[config.mk]
export PLATFORM = sky130hd
export DESIGN_NAME = snd_flag_dcrm
export DESIGN_NICKNAME = d
export VERILOG_FILES = /design/src/rtl/snd_flag_dcrm.sv
export SDC_FILE = /design/constraint.sdc
export NUM_CORES = 1
export LEC_CHECK = 0
export ABC_AREA = 1
export CAP_MARGIN = 30
export CELL_PAD_IN_SITES_DETAIL_PLACEMENT = 1
export CELL_PAD_IN_SITES_GLOBAL_PLACEMENT = 1
export CORE_MARGIN = 1.5
export CORE_UTILIZATION = 40
export DETAILED_ROUTE_END_ITERATION = 12
export PLACE_DENSITY_LB_ADDON = 0.1
export REMOVE_ABC_BUFFERS = 1
export SLEW_MARGIN = 40
export SYNTH_ARGS = -nofsm -noshare
export SYNTH_HDL_FRONTEND = slang
export SYNTH_SLANG_ARGS = --single-unit
[constraint.sdc]
create_clock -name clk -period 4.06 [get_ports clk]
set_input_delay 0.812 -clock clk [delete_from_list [all_inputs] [get_ports clk]]
set_output_delay 0.812 -clock clk [all_outputs]
set_load 0.05 [all_outputs]
[src/rtl/snd_flag_dcrm.sv]
// -----------------------------------------------------------------------------
// snd_flag_dcrm
// Sound-CPU side glue logic with two parts:
//   * Latch-pending flag. A rising edge on the main CPU's latch strobe sets it,
//     and a sound-CPU read of the latch clears it. When enabled, the flag is
//     passed on to the sound CPU as an NMI request.
//   * DC remover. This is a first-order high-pass filter built from an
//     error-feedback integrator. It converts the unsigned PSG mix into a
//     signed sample with no DC component.
//
// Ports
//   clk     in   1    system clock
//   rst_n   in   1    asynchronous active-low reset
//   cen     in   1    sample enable for the DC remover
//   stb     in   1    latch strobe from main CPU (rising edge sets the flag)
//   clr     in   1    flag clear (sound CPU reads the latch)
//   nmi_en  in   1    NMI enable
//   flag_n  out  1    low while a latch write is pending
//   nmi_n   out  1    active-low NMI request = flag_n | ~nmi_en
//   din     in   SW   unsigned PSG sample
//   dout    out  SW   signed, DC-removed sample
// -----------------------------------------------------------------------------
module snd_flag_dcrm #(
    parameter int SW = 10,
    parameter int DW = 10
) (
    input  logic          clk,
    input  logic          rst_n,
    input  logic          cen,
    input  logic          stb,
    input  logic          clr,
    input  logic          nmi_en,
    output logic          flag_n,
    output logic          nmi_n,
    input  logic [SW-1:0] din,
    output logic [SW-1:0] dout
);

    localparam int IW = SW + DW + 1;

    // Clamp the (SW+1)-bit difference into the SW-bit signed output range.
    function automatic logic signed [SW-1:0] sat_y(input logic signed [SW:0] v);
        if (v[SW] != v[SW-1])
            return v[SW] ? {1'b1, {(SW-1){1'b0}}} : {1'b0, {(SW-1){1'b1}}};
        else
            return v[SW-1:0];
    endfunction

    // ---------------- latch-pending flag ----------------
    logic stb_l_q;
    logic pend_q, pend_d;
    logic stb_rise;

    assign stb_rise = stb & ~stb_l_q;

    // A clear takes priority over a simultaneous new edge.
    always_comb begin
        pend_d = pend_q;
        if (clr)
            pend_d = 1'b0;
        else if (stb_rise)
            pend_d = 1'b1;
    end

    always_ff @(posedge clk or negedge rst_n) begin
        if (!rst_n) begin
            stb_l_q <= 1'b0;
            pend_q  <= 1'b0;
        end else begin
            stb_l_q <= stb;
            pend_q  <= pend_d;
        end
    end

    assign flag_n = ~pend_q;
    assign nmi_n  = flag_n | ~nmi_en;

    // ---------------- DC remover ----------------
    logic signed [IW-1:0] integ_q, integ_d;
    logic        [DW-1:0] err_q, err_d;
    logic signed [SW-1:0] dout_q, dout_d;

    logic signed [SW:0]   x;
    logic signed [IW-1:0] exact;
    logic signed [SW:0]   q;
    logic signed [SW:0]   y;

    always_comb begin
        x     = {1'b0, din};
        // The fractional residue from the previous sample is added back in.
        // This lets the integrator settle exactly on din<<DW with no offset.
        exact = integ_q + {{(SW+1){1'b0}}, err_q};
        q     = exact[IW-1:DW];
        y     = x - q;

        integ_d = integ_q;
        err_d   = err_q;
        dout_d  = dout_q;
        if (cen) begin
            integ_d = integ_q + {{DW{y[SW]}}, y};
            err_d   = exact[DW-1:0];
            dout_d  = sat_y(y);
        end
    end

    always_ff @(posedge clk or negedge rst_n) begin
        if (!rst_n) begin
            integ_q <= '0;
            err_q   <= '0;
            dout_q  <= '0;
        end else begin
            integ_q <= integ_d;
            err_q   <= err_d;
            dout_q  <= dout_d;
        end
    end

    assign dout = dout_q;

endmodule

==> results of run 1 <==
==> metal layers <==
layer	GRT overflow	global-route usage
met1	0	0.747
met5	0	0.0240
met3	1	0.483
met4	39	0.843
met2	66	0.952
==> per-stage QoR <==
| stage | TNS, ns | setup WS [ns] |
|---|---|---|
| floorplan | -2.12 | -0.323 |
| global placement | -6.83 | -0.786 |
| detailed placement | -10.99 | -0.946 |
| CTS | -4.76 | -0.467 |
==> timing repair <==
item,in CTS
setup buffers,14
gates cloned,1
pin swaps,63
resized for setup,180
hold endpoints to repair,0
endpoints found under the setup margin,18
==> logic make-up after synthesis <==
group                    after synthesis  synth area share
XOR/XNOR                              36            0.0785
adder cells (fa/ha/maj)               43             0.140
AO/OA/AOI/OAI                        119             0.171
buffers and inverters                 59            0.0557
AND/OR/NAND/NOR                      242             0.287
flip-flops                            43             0.268
==> flow_metrics.tcl, run 1 <==
set metrics [dict create \
    netlist.top_cell.by_area "sky130_fd_sc_hd__dfrtp_1" \
    gp_congestion 0.880 \
    netlist.area_leader.share 0.268 \
    synth.avg_cell_area_um2 7.41 \
    synth_cells 542 \
    kind_of_pin_the_worst_path_terminates_on "sequential cell input" \
    stopped_at "5_1_grt" \
    synth.top_cells.by_count "124 x sky130_fd_sc_hd__nand2_1, 45 x sky130_fd_sc_hd__inv_1, 43 x sky130_fd_sc_hd__dfrtp_1, 43 x sky130_fd_sc_hd__nor2_1" \
    grt_start_max_net_pins 52 \
    portBuffers 27 \
    clock_path_buffers 2 \
    row_count 36 \
    placed_cell_area_mm2 0.00545 \
    numCtsBuffers 5 \
    clock_sink_count 43 \
    fp.dieH_um 103 \
    detailed_place_hpwl_um 11900 \
    toolErrorMsg "[ERROR GRT-0232] Routing congestion too high. Check the congestion heatmap in the GUI." \
    overflow 106 \
    dieWidth_um 103 \
    cts_root_buffer "sky130_fd_sc_hd__clkbuf_8" \
    cts.htree.levels 2 \
    dominant_register_cell_in_the_synthesized_netlist "sky130_fd_sc_hd__dfrtp_1" \
    synth-edff-count 0 \
    synthDistinctLibCells 38 \
    grt_util_all_layers 0.741 \
    syn-cell-area_mm2 0.00402 \
    synth_top_cells_by_area "sky130_fd_sc_hd__dfrtp_1 27%, sky130_fd_sc_hd__ha_1 12%, sky130_fd_sc_hd__nand2_1 12%" \
    floorplan.io_pins 28 \
    start_util 0.411 \
    async_reset_ff_frac 1.00 \
    sequential_area_share_after_synthesis 0.268 \
    hold_buffers 0 \
    run_status "stopped before the end" \
    synth-warning-count 0 \
    placedCellCount 831 \
    globalroute.repair_timing.worst_endpoint "integ_q[20]$_DFFE_PN0P_/D" \
    yosysMostFrequentCell "sky130_fd_sc_hd__nand2_1" \
    register_bit_total_from_synthesis 43 \
]
==> run 2: changes to the inputs <==
--- a/config.mk
+++ b/config.mk
@@ -7,12 +7,10 @@
 export LEC_CHECK = 0
 export ABC_AREA = 1
 export CAP_MARGIN = 30
-export CELL_PAD_IN_SITES_DETAIL_PLACEMENT = 1
-export CELL_PAD_IN_SITES_GLOBAL_PLACEMENT = 1
 export CORE_MARGIN = 1.5
 export CORE_UTILIZATION = 40
 export DETAILED_ROUTE_END_ITERATION = 12
-export PLACE_DENSITY_LB_ADDON = 0.1
+export PLACE_DENSITY_LB_ADDON = 0.15
 export REMOVE_ABC_BUFFERS = 1
 export SLEW_MARGIN = 40
 export SYNTH_ARGS = -nofsm -noshare
==> constraint.sdc (replaced) <==
create_clock -name clk -period 5.3 [get_ports clk]
set_input_delay 1.06 -clock clk [delete_from_list [all_inputs] [get_ports clk]]
set_output_delay 1.06 -clock clk [all_outputs]
set_load 0.05 [all_outputs]
==> flow_metrics.tcl, run 2 <==
set metrics [dict create \
    worstSetupStartpoint "integ_q[0]" \
    final_hold_viol_count 0 \
    min-delay-start "stb_l_q" \
    grt_util_all_layers 0.204 \
    clock_skew_ns 0.0129 \
    detailed_place_hpwl_um 8440 \
    floorplan.die_area_mm2 0.0107 \
    start_kind "flop" \
    portBuffers 27 \
    rsz0062_at_grt "false" \
    synth.top_cells.by_count "124 x sky130_fd_sc_hd__nand2_1, 45 x sky130_fd_sc_hd__inv_1, 43 x sky130_fd_sc_hd__dfrtp_1, 43 x sky130_fd_sc_hd__nor2_1" \
    worstMarginPinSlew_ns 0.554 \
    cap_violations 0 \
    critical_path_data_required_time_ns 5.48 \
    largest_register_ff_count 21 \
    synth-warning-count 0 \
    sequential_area_share_after_synthesis 0.268 \
    ant_nets 0 \
    hold_class "reg -> reg" \
    final_cell_mix "124 x sky130_fd_sc_hd__nand2_1, 44 x sky130_fd_sc_hd__inv_1, 42 x sky130_fd_sc_hd__nor2_1, 42 x sky130_fd_sc_hd__dfrtp_1, 40 x sky130_fd_sc_hd__ha_1" \
    critPathArrivalTime_ns 5.08 \
    dieWidth_um 103 \
    detail_route.wirelength_um 10300 \
    fillers 990 \
    detail_routed_net_length_per_standard_cell_um 14.6 \
    number_of_global_route_vias_before_repair 3446 \
    maxSlewHeadroom 0.631 \
    number_of_antenna_repair_diodes 0 \
    finalSetupViolCount 0 \
    final_layout_size_suffix_gt1_frac 0.119 \
    start_util 0.411 \
    placed_cell_area_mm2 0.00444 \
    timing.hold.ws_ns 0.487 \
    clock_insertion_delay_worst_skew_ns 0.31 \
    regToRegStartpoint "integ_q[0]" \
    postCtsSetupBuffers 0 \
    grt_start_max_net_pins 52 \
    yosysMostFrequentCell "sky130_fd_sc_hd__nand2_1" \
    cts_root_buffer "sky130_fd_sc_hd__clkbuf_8" \
    cts_tree "built" \
    layout_min_cycle_time_ns 4.91 \
    netlist.top_cell.by_area "sky130_fd_sc_hd__dfrtp_1" \
    drc_errors 0 \
    fin_crit_sh 0.926 \
    core_area_mm2 0.00977 \
    critical_path.max_stage_delay_ns 0.44 \
    max_clock_freq_mhz 204 \
    drtIter0Drc 212 \
    floorplan.io_pins 28 \
    gp_congestion 1.03 \
    synth_top_cells_by_area "sky130_fd_sc_hd__dfrtp_1 27%, sky130_fd_sc_hd__ha_1 12%, sky130_fd_sc_hd__nand2_1 12%" \
    overflow 0 \
    fin_tns_setup_ns 0 \
    detailroute.via_count 3626 \
    crit_path_top_delay_cell "sky130_fd_sc_hd__fa_1" \
    clock_sink_count 43 \
    setup.worst_path.class "reg -> reg" \
    synthDistinctLibCells 38 \
    clock_path_buffers 2 \
    max_flop_register "integ_q" \
    cts.htree.levels 2 \
    avg_vias_per_cell 5.14 \
    number_of_antenna_violations_at_the_first_check_in_global_routing 0 \
    final_common_cell "sky130_fd_sc_hd__nand2_1" \
    synth.avg_cell_area_um2 7.41 \
    synth_cells 542 \
    final_area_mm2 0.00461 \
    synth-edff-count 0 \
    run_status "complete, no violations" \
    crit_path_top_cell_by_count "sky130_fd_sc_hd__nand3_1" \
    register_bit_total_from_synthesis 43 \
    path_cells "ha_1, fa_1, nand3_1, nand3_2, a21oi_2, nor2_1, nor2_2, xnor2_1, ha_1, fa_1, inv_1, nand3_1, nand3_1, nand3_2, nand2_1, inv_2, ha_1, nand2_1, nor4_4, nand4_1, nand3_1, nand2_1, nand3_1, o21ai_0" \
    netlist.area_leader.share 0.268 \
    dominant_register_cell_in_the_synthesized_netlist "sky130_fd_sc_hd__dfrtp_1" \
    slew_violations 0 \
    worst_setup_path_end_kind "flop" \
    syn-cell-area_mm2 0.00402 \
    async_reset_ff_frac 1.00 \
    clk_pin_slew_ns 0.10 \
    area.growth.synth_to_final_pct 14.7 \
    drtPass1Iterations 4 \
    fp.dieH_um 103 \
    row_count 36 \
    finalNetCount 630 \
    grt_pass1_wl_um 16600 \
    critical_path.max_fanout 10 \
    numCtsBuffers 5 \
    finish.utilization 0.471 \
]
run 2: stage by stage:
stage	setup WS, ns	std cells
after global routing	0.0105	705
after detailed placement	0.112	697
after global placement	0.173	697
after CTS	0.0582	705
final	0.395	705
after floorplan	0.917	535
run 2: layout make-up:
type                       instances  area, um^2  area share
inverter                          52         198      0.0429
clock inverter                     3        47.5      0.0103
sequential                        43        1080       0.234
tap                              133         166      0.0361
multi-input combinational        440        2770       0.600
clock buffer                       5        68.8      0.0149
timing repair buffer              29         283      0.0614
run 2: metal layers:
metal	routed length [um]	GRT usage
met3	335	0.0269
met1	4990	0.272
met2	4720	0.341
met4	244	0.0748
met5	0	0
run 2: final timing paths:
kind / to / slack (ns) / cells past startpoint
min in group asynchronous: pend_q / 0.72 / 1
hold / removal: pend_q / 0.49 / 3
setup / recovery: integ_q[17] / 0.39 / 24
hold reg to reg: pend_q / 0.49 / 3
setup reg to reg: integ_q[17] / 0.39 / 24
max in group asynchronous: integ_q[1] / 4.16 / 1
run 2: repair_timing:
action | 4_1_cts | 5_1_grt
gates resized for setup | 0 | 12
endpoints found under the setup margin | 0 | 8
hold buffers | 0 | 0
run 2: critical path: cells and delay by family, from the launching register on:
kind            cells  cell delay, ns
fa+ha+maj           5            1.75
xor+xnor            1            0.11
buf+inv             2            0.21
flops               1            0.41
simple gates       14            2.01
compound gates      2            0.29
run 2: kinds of logic (layout without fill, tap and decap cells):
family,count (synthesis),after routing,synth area share
fa+ha+maj,43,43,0.140
simple gates,242,242,0.287
xor+xnor,36,36,0.0785
flops,43,43,0.268
compound gates,119,119,0.171
buf+inv,59,89,0.0557
Power of run 2 is left out: the tool's default activity adds up to more than one toggle a clock period on the data nets, which glitch-free logic cannot reach.
==> run 3: changes to the inputs <==
--- a/config.mk
+++ b/config.mk
@@ -11,7 +11,6 @@
 export CORE_UTILIZATION = 40
 export DETAILED_ROUTE_END_ITERATION = 12
 export PLACE_DENSITY_LB_ADDON = 0.15
-export REMOVE_ABC_BUFFERS = 1
 export SLEW_MARGIN = 40
 export SYNTH_ARGS = -nofsm -noshare
 export SYNTH_HDL_FRONTEND = slang
==> flow_metrics.tcl, run 3 (synthesized netlist as in run 2, its figures left out) <==
set metrics [dict create \
    number_of_global_route_vias_before_repair 3628 \
    start_util 0.411 \
    finalSetupViolCount 0 \
    hold_buffers 0 \
    floorplan.io_pins 28 \
    numCtsBuffers 5 \
    fin_tns_setup_ns 0 \
    number_of_antenna_repair_diodes 0 \
    finalNetCount 634 \
    fin_crit_sh 0.956 \
    clock_sink_count 43 \
    grt_pass1_wl_um 17400 \
    max_clock_freq_mhz 197 \
    dieWidth_um 103 \
    synth_nets 601 \
    reg2reg_setup_slack_ns 0.23 \
    cap_violations 0 \
    hold_class "reg -> reg" \
    critical_path.max_fanout 5 \
    detailed_place_hpwl_um 8610 \
    gp_congestion 1.08 \
    rsz0062_at_grt "true" \
    row_count 36 \
    cts.htree.levels 2 \
    clock_path_buffers 2 \
    portBuffers 27 \
    largest_register_ff_count 21 \
    min-delay-start "dout[9]" \
    regToRegStartpoint "integ_q[0]" \
    final_layout_size_suffix_gt1_frac 0.146 \
    overflow 0 \
    setup.worst_path.class "reg -> reg" \
    crit_path_top_delay_cell "sky130_fd_sc_hd__fa_1" \
    hold-path-cell-count 2 \
    start_kind "flop" \
    layout_min_cycle_time_ns 5.07 \
    critPathArrivalTime_ns 5.25 \
    avg_vias_per_cell 5.33 \
    worstMarginPinSlew_ns 0.682 \
    area.growth.synth_to_final_pct 18.2 \
    critical_path.max_stage_delay_ns 0.43 \
    finish.utilization 0.486 \
    timing.hold.ws_ns 0.494 \
    drc_errors 0 \
    floorplan.die_area_mm2 0.0107 \
    slew_violations 0 \
    clock_insertion_delay_worst_skew_ns 0.30 \
    final_cell_mix "123 x sky130_fd_sc_hd__nand2_1, 44 x sky130_fd_sc_hd__inv_1, 42 x sky130_fd_sc_hd__dfrtp_1, 40 x sky130_fd_sc_hd__nor2_1, 37 x sky130_fd_sc_hd__a21oi_1" \
    grt_util_all_layers 0.215 \
    detail_routed_net_length_per_standard_cell_um 15.4 \
    reg2regPathDepth 26 \
    cp_num_buf_inv 3 \
    critical_path_data_required_time_ns 5.48 \
    worst_setup_path_end_kind "flop" \
    drtPass1Iterations 4 \
    cpLargestDelayFamily "simple AND/OR/NAND/NOR gates" \
    fp.dieH_um 103 \
    grt_start_max_net_pins 44 \
    max_flop_register "integ_q" \
    maxSlewHeadroom 0.545 \
    clock_skew_ns 0.00710 \
    detailroute.via_count 3776 \
    rr_endpoint "integ_q[17]" \
    ant_nets 0 \
    cts_tree "built" \
    clk_pin_slew_ns 0.09 \
    final_common_cell "sky130_fd_sc_hd__nand2_1" \
    run_status "complete, no violations" \
    whs_endpoint "dout[9]" \
    final_hold_viol_count 0 \
    detail_route.wirelength_um 10900 \
    core_area_mm2 0.00977 \
    drtIter0Drc 179 \
    number_of_antenna_violations_at_the_first_check_in_global_routing 0 \
    cts_root_buffer "sky130_fd_sc_hd__clkbuf_8" \
]
## run 3: cell types whose count changed in the layout (fill, tap and decap cells not counted), sizes merged
cell | before | now
buf | 3 | 6
clkinvlp | 0 | 2
inv | 53 | 52
## run 3: metrics by stage
step | setup slack (ns) | area [um^2] | instances
global route | -0.0686 | 4750 | 709
finish | 0.231 | 4750 | 709
CTS | 0.00671 | 4560 | 705
floorplan | 0.946 | 4020 | 542
detailed placement | 0.0380 | 4440 | 697
global placement | 0.0879 | 4440 | 697
## run 3: how the worst max path moves through the flow
| stage | start | endpoint | slack, ns | cells past startpoint |
|---|---|---|---|---|
| finish | integ_q[0] | integ_q[17] | 0.23 | 26 |
| global route | integ_q[0] | integ_q[18] | -0.07 | 26 |
| floorplan | integ_q[0] | integ_q[16] | 0.95 | 25 |
| global placement | integ_q[0] | integ_q[17] | 0.09 | 24 |
| CTS | integ_q[0] | integ_q[17] | 0.007 | 24 |
| detailed placement | integ_q[0] | integ_q[17] | 0.04 | 24 |
## run 3: area by class of cell
class / instances / area, um^2
inverters: 52 / 201
fillers: 985 / 5020
clock buffers: 5 / 68.8
repair buffers: 32 / 305
flip-flops and latches: 43 / 1080
clock inverters: 3 / 47.5
well taps: 133 / 166
repair inverters: 1 / 7.51
multi-input cells: 440 / 2880
## run 3: per-layer routing
metal	part of all wire	global-route usage	vias up
met4	0.036	0.101	0
met3	0.047	0.0208	27
met5	0	0	-
li1	-	-	1901
met1	0.46	0.287	1752
met2	0.46	0.353	96
## run 3: timing repair
| action | in CTS | in global routing |
|---|---|---|
| setup buffers | 0 | 3 |
| endpoints found under the setup margin | 0 | 9 |
| gates resized for setup | 0 | 28 |
## run 3: worst reg2reg max path, stage by stage, from the launching register on
cell	delay, ns
sky130_fd_sc_hd__dfrtp_1	0.41
sky130_fd_sc_hd__ha_1	0.27
sky130_fd_sc_hd__fa_1	0.43
sky130_fd_sc_hd__nand3_1	0.12
sky130_fd_sc_hd__nand3_2	0.14
sky130_fd_sc_hd__a21oi_2	0.19
sky130_fd_sc_hd__nor2_1	0.07
sky130_fd_sc_hd__nor2_2	0.15
sky130_fd_sc_hd__nor4_1	0.09
sky130_fd_sc_hd__xor2_1	0.15
sky130_fd_sc_hd__ha_1	0.35
sky130_fd_sc_hd__nand2_1	0.11
sky130_fd_sc_hd__inv_1	0.04
sky130_fd_sc_hd__a21oi_1	0.17
sky130_fd_sc_hd__nand3_2	0.14
sky130_fd_sc_hd__inv_1	0.12
sky130_fd_sc_hd__nand3_2	0.14
sky130_fd_sc_hd__nand2_4	0.12
sky130_fd_sc_hd__clkinvlp_4	0.26
sky130_fd_sc_hd__ha_4	0.39
sky130_fd_sc_hd__nand2_1	0.14
sky130_fd_sc_hd__nor4_4	0.38
sky130_fd_sc_hd__nand4_1	0.25
sky130_fd_sc_hd__nand3_1	0.13
sky130_fd_sc_hd__nand2_1	0.06
sky130_fd_sc_hd__nand3_1	0.07
sky130_fd_sc_hd__o21ai_0	0.07
Power of run 3 is left out for the same reason.
